<file path="config.mk">
export PLATFORM = sky130hd
export DESIGN_NAME = uart_tx_sched
export DESIGN_NICKNAME = d
export VERILOG_FILES = /design/src/rtl/uart_pkg.sv /design/src/rtl/uart_tx_sched_rr_arbiter.sv /design/src/rtl/uart_tx_sched.sv
export SDC_FILE = /design/constraint.sdc
export NUM_CORES = 1
export LEC_CHECK = 0
export CORE_UTILIZATION = 40
export DETAILED_ROUTE_END_ITERATION = 10
export DONT_BUFFER_PORTS = 1
export PLACE_DENSITY = 0.53
export SETUP_SLACK_MARGIN = 0.1
export SLEW_MARGIN = 5
export SYNTH_ARGS = -nofsm -noshare
export SYNTH_HDL_FRONTEND = slang
export SYNTH_SLANG_ARGS = --single-unit
</file>
<file path="constraint.sdc">
create_clock -name clk -period 11.7 [get_ports clk]
set_input_delay 2.34 -clock clk [delete_from_list [all_inputs] [get_ports clk]]
set_output_delay 2.34 -clock clk [all_outputs]
set_load 0.03 [all_outputs]
</file>
<file path="src/rtl/uart_pkg.sv">
`default_nettype none
// =============================================================================
// Module   : uart_pkg
// Brief    : Shared constants, FSM encoding and clog2 helper for the UART TX
//            scheduler. GAP state exists only with UART_TX_SCHED_GAP_EN.
// Revision : 1.0 - initial release
// =============================================================================
package uart_pkg;

    localparam int UART_BYTE_W    = 8;
    localparam int UART_DEF_BYTES = 16;

    typedef enum logic [1:0] {
        ST_IDLE = 2'd0,
        ST_SEND = 2'd1,
`ifdef UART_TX_SCHED_GAP_EN
        ST_WAIT = 2'd2,
        ST_GAP  = 2'd3
`else
        ST_WAIT = 2'd2
`endif
    } tx_state_t;

    function automatic int clog2(input int value);
        int r;
        r = 0;
        while ((1 << r) < value) r++;
        return r;
    endfunction

endpackage
`default_nettype wire

</file>
<file path="src/rtl/uart_tx_sched_rr_arbiter.sv">
`default_nettype none
// =============================================================================
// Module   : rr_arbiter
// Brief    : Combinational round-robin pick: first set request at or after ptr.
// Revision : 1.0 - initial release
// =============================================================================
module rr_arbiter
    import uart_pkg::*;
#(
    parameter int NUM_REQ = 2,
    parameter int IDX_W   = (NUM_REQ > 1) ? clog2(NUM_REQ) : 1
) (
    input  logic [NUM_REQ-1:0] req,
    input  logic [IDX_W-1:0]   ptr,
    output logic [NUM_REQ-1:0] grant,
    output logic [IDX_W-1:0]   grant_idx,
    output logic               any_grant
);

    logic [2*NUM_REQ-1:0] w_rot;
    int                   w_pos;

    // Rotating a doubled copy puts candidate ptr+k at bit k
    always_comb begin
        w_rot     = {req, req} >> ptr;
        w_pos     = 0;
        any_grant = 1'b0;
        grant_idx = '0;
        for (int k = 0; k < NUM_REQ; k++) begin
            if (!any_grant && w_rot[k]) begin
                any_grant = 1'b1;
                w_pos     = int'(ptr) + k;
                if (w_pos >= NUM_REQ) w_pos = w_pos - NUM_REQ;
                grant_idx = IDX_W'(w_pos);
            end
        end
        grant = any_grant ? (NUM_REQ'(1) << grant_idx) : '0;
    end

endmodule
`default_nettype wire

</file>
<file path="src/rtl/uart_tx_sched.sv">
`default_nettype none
// =============================================================================
// Module   : uart_tx_sched
// Brief    : Round-robin scheduler serialising 8*BYTES-bit words MSB byte first
//            onto one UART transmitter. Optional UART_TX_SCHED_GAP_EN inserts
//            GAP_CYCLES idle cycles after each word.
// Revision : 1.0 - initial release
// =============================================================================
module uart_tx_sched
    import uart_pkg::*;
#(
    parameter int NUM_REQ    = 2,
    parameter int BYTES      = UART_DEF_BYTES,
    parameter int GAP_CYCLES = 32,
    localparam int c_IDX_W   = (NUM_REQ > 1) ? clog2(NUM_REQ) : 1
) (
    input  logic                             clk,
    input  logic                             reset,
    input  logic [NUM_REQ-1:0]               req_valid,
    input  logic [NUM_REQ*UART_BYTE_W*BYTES-1:0] req_data,
    output logic [NUM_REQ-1:0]               req_ready,
    output logic [UART_BYTE_W-1:0]           tx_data,
    output logic                             tx_start,
    input  logic                             tx_done,
    output logic                             en_tx,
    output logic                             busy,
    output logic [c_IDX_W-1:0]               grant_id
);

    localparam int c_WORD_W = UART_BYTE_W * BYTES;
    localparam int c_CNT_W  = (BYTES > 1) ? clog2(BYTES) : 1;

    tx_state_t            r_state, w_state_nxt;
    logic [c_WORD_W-1:0]  r_shreg, w_shreg_nxt, w_word;
    logic [c_CNT_W-1:0]   r_count, w_count_nxt;
    logic [c_IDX_W-1:0]   r_grant_id, w_grant_nxt;
    logic [c_IDX_W-1:0]   r_rr_ptr, w_rr_nxt;
    logic                 r_en_tx, w_en_nxt;
    logic [NUM_REQ-1:0]   r_req_ready, w_ready_nxt;
    logic                 r_tx_start, w_start_nxt;
    logic [NUM_REQ-1:0]   w_arb_grant;
    logic [c_IDX_W-1:0]   w_arb_idx;
    logic                 w_arb_any;

`ifdef UART_TX_SCHED_GAP_EN
    localparam int c_GAP_W = (GAP_CYCLES > 1) ? clog2(GAP_CYCLES) : 1;
    logic [c_GAP_W-1:0]   r_gap_cnt, w_gap_nxt;
`endif

    rr_arbiter #(
        .NUM_REQ (NUM_REQ),
        .IDX_W   (c_IDX_W)
    ) u_arb (
        .req       (req_valid),
        .ptr       (r_rr_ptr),
        .grant     (w_arb_grant),
        .grant_idx (w_arb_idx),
        .any_grant (w_arb_any)
    );

    always_comb begin
        w_state_nxt = r_state;
        w_shreg_nxt = r_shreg;
        w_count_nxt = r_count;
        w_grant_nxt = r_grant_id;
        w_rr_nxt    = r_rr_ptr;
        w_en_nxt    = r_en_tx;
        w_ready_nxt = '0;
        w_start_nxt = 1'b0;
        w_word      = '0;
`ifdef UART_TX_SCHED_GAP_EN
        w_gap_nxt   = r_gap_cnt;
`endif
        for (int i = 0; i < NUM_REQ; i++) begin
            if (w_arb_grant[i]) w_word = req_data[i*c_WORD_W +: c_WORD_W];
        end

        case (r_state)
            ST_IDLE: begin
                if (w_arb_any) begin
                    w_shreg_nxt = w_word;
                    w_grant_nxt = w_arb_idx;
                    w_count_nxt = '0;
                    w_en_nxt    = 1'b1;
                    w_ready_nxt = w_arb_grant;
                    w_start_nxt = 1'b1;
                    w_state_nxt = ST_SEND;
                end
            end
            // First byte arrives with tx_start already issued; later bytes
            // issue it here, giving the two-cycle done-to-start spacing
            ST_SEND: begin
                if (r_tx_start) w_state_nxt = ST_WAIT;
                else            w_start_nxt = 1'b1;
            end
            ST_WAIT: begin
                if (tx_done) begin
                    w_shreg_nxt = r_shreg << UART_BYTE_W;
                    w_count_nxt = r_count + 1'b1;
                    if (r_count == c_CNT_W'(BYTES - 1)) begin
                        w_en_nxt = 1'b0;
                        w_rr_nxt = (r_grant_id == c_IDX_W'(NUM_REQ - 1)) ? '0 : r_grant_id + 1'b1;
`ifdef UART_TX_SCHED_GAP_EN
                        w_gap_nxt   = '0;
                        w_state_nxt = ST_GAP;
`else
                        w_state_nxt = ST_IDLE;
`endif
                    end else begin
                        w_state_nxt = ST_SEND;
                    end
                end
            end
`ifdef UART_TX_SCHED_GAP_EN
            ST_GAP: begin
                if (r_gap_cnt == c_GAP_W'(GAP_CYCLES - 1)) w_state_nxt = ST_IDLE;
                else                                       w_gap_nxt   = r_gap_cnt + 1'b1;
            end
`endif
            default: w_state_nxt = ST_IDLE;
        endcase
    end

    always_ff @(posedge clk or posedge reset) begin
        if (reset) begin
            r_state     <= ST_IDLE;
            r_shreg     <= '0;
            r_count     <= '0;
            r_grant_id  <= '0;
            r_rr_ptr    <= '0;
            r_en_tx     <= 1'b0;
            r_req_ready <= '0;
            r_tx_start  <= 1'b0;
`ifdef UART_TX_SCHED_GAP_EN
            r_gap_cnt   <= '0;
`endif
        end else begin
            r_state     <= w_state_nxt;
            r_shreg     <= w_shreg_nxt;
            r_count     <= w_count_nxt;
            r_grant_id  <= w_grant_nxt;
            r_rr_ptr    <= w_rr_nxt;
            r_en_tx     <= w_en_nxt;
            r_req_ready <= w_ready_nxt;
            r_tx_start  <= w_start_nxt;
`ifdef UART_TX_SCHED_GAP_EN
            r_gap_cnt   <= w_gap_nxt;
`endif
        end
    end

    assign req_ready = r_req_ready;
    assign tx_data   = r_shreg[c_WORD_W-1 -: UART_BYTE_W];
    assign tx_start  = r_tx_start;
    assign en_tx     = r_en_tx;
    assign busy      = (r_state != ST_IDLE);
    assign grant_id  = r_grant_id;

endmodule
`default_nettype wire

</file>
# After elaboration in Yosys (flattened, before gate mapping)
# Cells that the tools add are included.
# classes
add_sub_neg,5
n_mul,0
div,0
magnitude_cmp,2
eq_ne,7
n_shift,2
mux,30
n_bitwise,0
reduce_logical,10
# op_table
cell,n
$mux 128,4
$pmux 128 s2,1
$mux 1,13
$mux 2,6
$reduce_and 3->1,3
$mux 4,2
$pmux 4 s2,1
$ne 2x2->1 const B,3
$pmux 2 s3,1
$add 4x1->4 const B,1
$eq 4x4->1 const B,1
$pmux 1 s2,2
$reduce_and 4->1,1
$reduce_bool 2->1,2
$shr 4x1->2,1
$add 1x1->2 const B,1
$eq 2x1->1 const B,1
$eq 2x2->1 const B,1
$ge 1x2->1 const B,1
$ge 2x2->1 const B,1
$logic_not 2->1,1
$ne 2x1->1 const B,1
$reduce_and 2->1,1
$shl 1x1->2 const A,1
other kinds (4),5
# word_totals
reg_bits,140
latch_bits,0
ramBits,0
romBits,0
input_bits,261
out_inout_bits,14
word_cells,64
n_memories,0

# Depth between registers and ports, before layout
# logic_depth
depth_word,11
depth_mapped,7
mapped_depth_nobuf,4

# By module
# Synthesis repeated with hierarchy kept, for this count alone.
# unflattened
hier_cells,786
hier_area_um2,7440.9
# modules_own_cells
module,n_inst,cells_per_inst,area_per_inst_um2,seq_area_each_um2
uart_tx_sched,1,781,7408.4,3503.4
rr_arbiter,1,5,32.5,0.0

# Least setup slack after synthesis
# Ideal clock, no wire load.
# synth_timing
path_type,input to register
start,in req_valid[0]
end,reg r_shreg[10]
setup_time_ns,0.128
arrival_time_ns,3.218
required_ns,11.572
slack_ns,8.354
stages,7
path_cell_list,nor3_2 or3_1 buf_2 buf_6 buf_6 nand2_1 o21ai_1
# synth_between
elab_chain_len,11
# synth_rtl
element,line,text
from (decl),uart_tx_sched.sv:19,"input logic [NUM_REQ-1:0] req_valid,"
$shr 4x1->2 *,uart_tx_sched_rr_arbiter.sv:25,"w_rot = {req, req} >> ptr;"
$mux 1,uart_tx_sched_rr_arbiter.sv:30,if (!any_grant && w_rot[k]) begin
$logic_not 1->1,uart_tx_sched_rr_arbiter.sv:30,
$logic_and 1x1->1,uart_tx_sched_rr_arbiter.sv:30,
$mux 1,uart_tx_sched_rr_arbiter.sv:30,
$shl 1x1->2,uart_tx_sched_rr_arbiter.sv:37,grant = any_grant ? (NUM_REQ'(1) << grant_idx) : '0;
$mux 2,uart_tx_sched_rr_arbiter.sv:37,
$mux 128 (2 in a row),uart_tx_sched.sv:75,if (w_arb_grant[i]) w_word = req_data[i*c_WORD_W +: c_WORD_W];
$mux 128,uart_tx_sched.sv:80,if (w_arb_any) begin
$pmux 128 s2,uart_tx_sched.sv:78,case (r_state)
to (signal assigned),uart_tx_sched.sv:139,r_shreg <= w_shreg_nxt;
to (decl),uart_tx_sched.sv:34,"logic [c_WORD_W-1:0] r_shreg, w_shreg_nxt, w_word;"
# Mark *: on every way between the ends. The rest lies on a longest branch, timed or not. The select of a mux whose other input is x is not followed.
# A chain may end at the register's enable or synchronous reset.

# Final worst setup path
# layout_timing
start,in req_valid[1]
end,reg r_count[2]
# layout_between
elab_chain_len,7
# layout_rtl
element,line,text
$shr 4x1->2 *,uart_tx_sched_rr_arbiter.sv:25,
$mux 1,uart_tx_sched_rr_arbiter.sv:30,
$logic_not 1->1,uart_tx_sched_rr_arbiter.sv:30,
$logic_and 1x1->1,uart_tx_sched_rr_arbiter.sv:30,
$mux 1 *,uart_tx_sched_rr_arbiter.sv:30,
$ne 2x1->1 (no line) *,-,
$reduce_and 3->1 (no line) *,-,
to (signal assigned),uart_tx_sched.sv:140,r_count <= w_count_nxt;
to (decl),uart_tx_sched.sv:35,"logic [c_CNT_W-1:0] r_count, w_count_nxt;"
# Mark *: on every way between the ends. The rest lies on a longest branch, timed or not.

==> flow_summary.ini <==
[run_status]
outcome = finished clean

[die]
die_y_um = 135.1
design.core.area_um2 = 17300
floorplan.initialDensity_pct = 40.94
io_pins = 275
die_x_um = 135.1
rows = 48
die-area_um2 = 18240

[timing]
fin_setup_tns_ns = 0
hold_violations = 0
finalSetupViolCount = 0
worstMarginPinSlew_ns = 1.204
period_needed_ns = 3.921
fmax_ghz = 0.2551
skew_ns = 0.009937
final_max_slew_viol_count = 0
rsz0062_at_grt = no
relSlewSlack_pct = 19.76
finalCritPeriodShare_pct = 33.51

[pwr]
power_mw = 2.101
leakagePower_nw = 2.986
p_per_area_nw_per_um2 = 276.7
irDropWorstVdd_v = 0.0001739

[yosys]
seq_area_frac_synth_pct = 49.47
synthArstFlopShare_pct = 100.0
postSynthAreaPerCell_um2 = 9.079
ys_types = 34
ys_ff_latch = 140
synth_cells = 780
dominantRegCellSynth = dfrtp_1
synth_top_area_cell = dfrtp_1
synth_top_area_share_pct = 49.47
synth.area.top_cells = dfrtp_1, a221oi_1, o21ai_0
syn_nets = 1042
synth_edf_count = 0
netlist_area_um2 = 7082
yosys_warnings = 0

[cells_and_area]
diodes = 0
register_area_um2 = 3503
fin_util_pct = 43.90
drive_above_1_share_pct = 5.809
layout_commonest_cell = o21ai_0
syn_to_final_growth_pct = 7.226
layout_common_cells = o21ai_0, dfrtp_1, nand2_1
multi_input_area_um2 = 3119
fill_cells = 1783
fin_nets = 974

[clocking]
clk_path_buf_depth = 2
cts_tree = done
cts_hold_buffers = 0
cts-root-buf = clkbuf_16
postCtsSetupRepairBufs = 0
clk_pin_slew_ns = 0.06
ctsResizeCount = 0
cts.sinks = 140
insertion_delay_ns = 0.42
ctsHtreeMaxLevel = 4
cts_inserted_buffers = 17

[route]
ant_nets = 0
wl_met3_um = 945
dr.pass1.iters = 5
drt_iter0_markers = 417
viasPerCell = 6.206
remaining_drc_errors = 0
wire_per_inst_um = 19.31
wl_met2_um = 8932
m1WireLength_um = 8200
routed_wl_um = 18300
vias = 5883
top_layer = met4

[global_routing]
antenna_found_initial = 0
grt_pass1_wl_um = 28560
grt_pass1_vias = 5529
grt_max_degree = 130
grt_use_total_pct = 20.27
overflow = 0

[worst_setup_path]
worstPathRequired_ns = 12.05
critPathKind = in2reg
cp_slowest_stage_delay_ns = 0.70
crit_fanout = 73
cp_top_family = simple AND/OR/NAND/NOR gates
crit_path_end_kind = flop
arrival_ns = 4.27
cp_cell_sequence = nor3_2, or3_4, buf_4, o21ai_0, nand2_1
crit_path_top_delay_cell = buf_4
startpoint_type = input port
timing.critical_path.buf_inv = 1

[min_path]
hold_class = reg2reg

[run]
cap_violations = 0

[place]
place.port_buffers = 0
dp_hpwl_um = 11810
globalplace.congestion = 0.7725
==> final timing paths <==
| check | start | endpoint | slack [ns] | cells after the start |
|---|---|---|---|---|
| worst min register to register | r_shreg[35] | r_shreg[35] | 0.48 | 2 |
| worst min-delay path | r_shreg[35] | r_shreg[35] | 0.48 | 2 |
| worst max-delay path | req_valid[1] | r_count[2] | 7.78 | 5 |
| max in group asynchronous | reset | r_shreg[66] | 8.42 | 2 |
| worst max register to register | r_state[1] | r_shreg[42] | 9.04 | 4 |
| min in group asynchronous | reset | r_shreg[52] | 1.87 | 1 |
==> metal layers <==
metal	global-route usage, %	vias to the layer above
met1	27.03	2885
met5	0	-
li1	-	2781
met4	6.554	0
met3	3.904	17
met2	33.16	200
==> per-stage QoR <==
stage | setup WS [ns] | std cells | hold WS [ns] | instance area (um2)
3_5_place_dp | 7.367 | 918 | 0.4696 | 6958
3_3_place_gp | 7.365 | 918 | 0.4597 | 6958
4_1_cts | 7.814 | 948 | 0.4830 | 7594
5_1_grt | 7.696 | 948 | 0.4910 | 7594
6_report | 7.779 | 948 | 0.4756 | 7594
2_1_floorplan | 5.607 | 780 | 0.4447 | 7082
==> power by group <==
group / switching, mW / internal (mW)
Combinational: 0.447 / 0.221
Sequential: 0.154 / 0.695
Clock: 0.203 / 0.382
Total: 0.804 / 1.30
==> cells in the mapped netlist, types with 3 or more instances <==
master / number
o21ai_0: 162
dfrtp_1: 140
nand2_1: 138
a221oi_1: 120
o21ai_1: 89
clkbuf_1: 52
buf_2: 16
buf_4: 10
buf_6: 10
a22oi_1: 8
buf_1: 4
inv_1: 3
nor2_1: 3
==> cell type report <==
type	instances	area share [%]
Inverter	3	0.2142
Clock inverter	11	2.537
Sequential cell	140	46.14
Multi-Input combinational cell	545	41.08
Tap cell	225	3.707
Clock buffer	19	5.833
Timing Repair Buffer	5	0.4943
==> cells by family (layout without fill, tap and decap cells) <==
| kind of cell | Yosys count | in the layout | synth area share, % |
|---|---|---|---|
| AND/OR/NAND/NOR | 156 | 156 | 8.976 |
| adder cells (fa/ha/maj) | 1 | 1 | 0.1767 |
| multiplexers | 1 | 1 | 0.1413 |
| buffers and inverters | 95 | 38 | 6.908 |
| flip-flops | 140 | 140 | 49.47 |
| XOR/XNOR | 1 | 1 | 0.1237 |
| AO/OA/AOI/OAI | 386 | 386 | 34.21 |
==> registers in the layout (all words and copies together) (netlist names) <==
register   count
tx_start       1
r_count        4
r_state        2
req_ready      2
grant_id       1
r_shreg      128
en_tx          1
r_rr_ptr       1
==> worst min-delay path, cell delays in order (launching register included) <==
cell and delay, ns:
dfrtp_1 0.33, nand2_1 0.05, o21ai_1 0.06
Power figures use the tool's default switching activity.
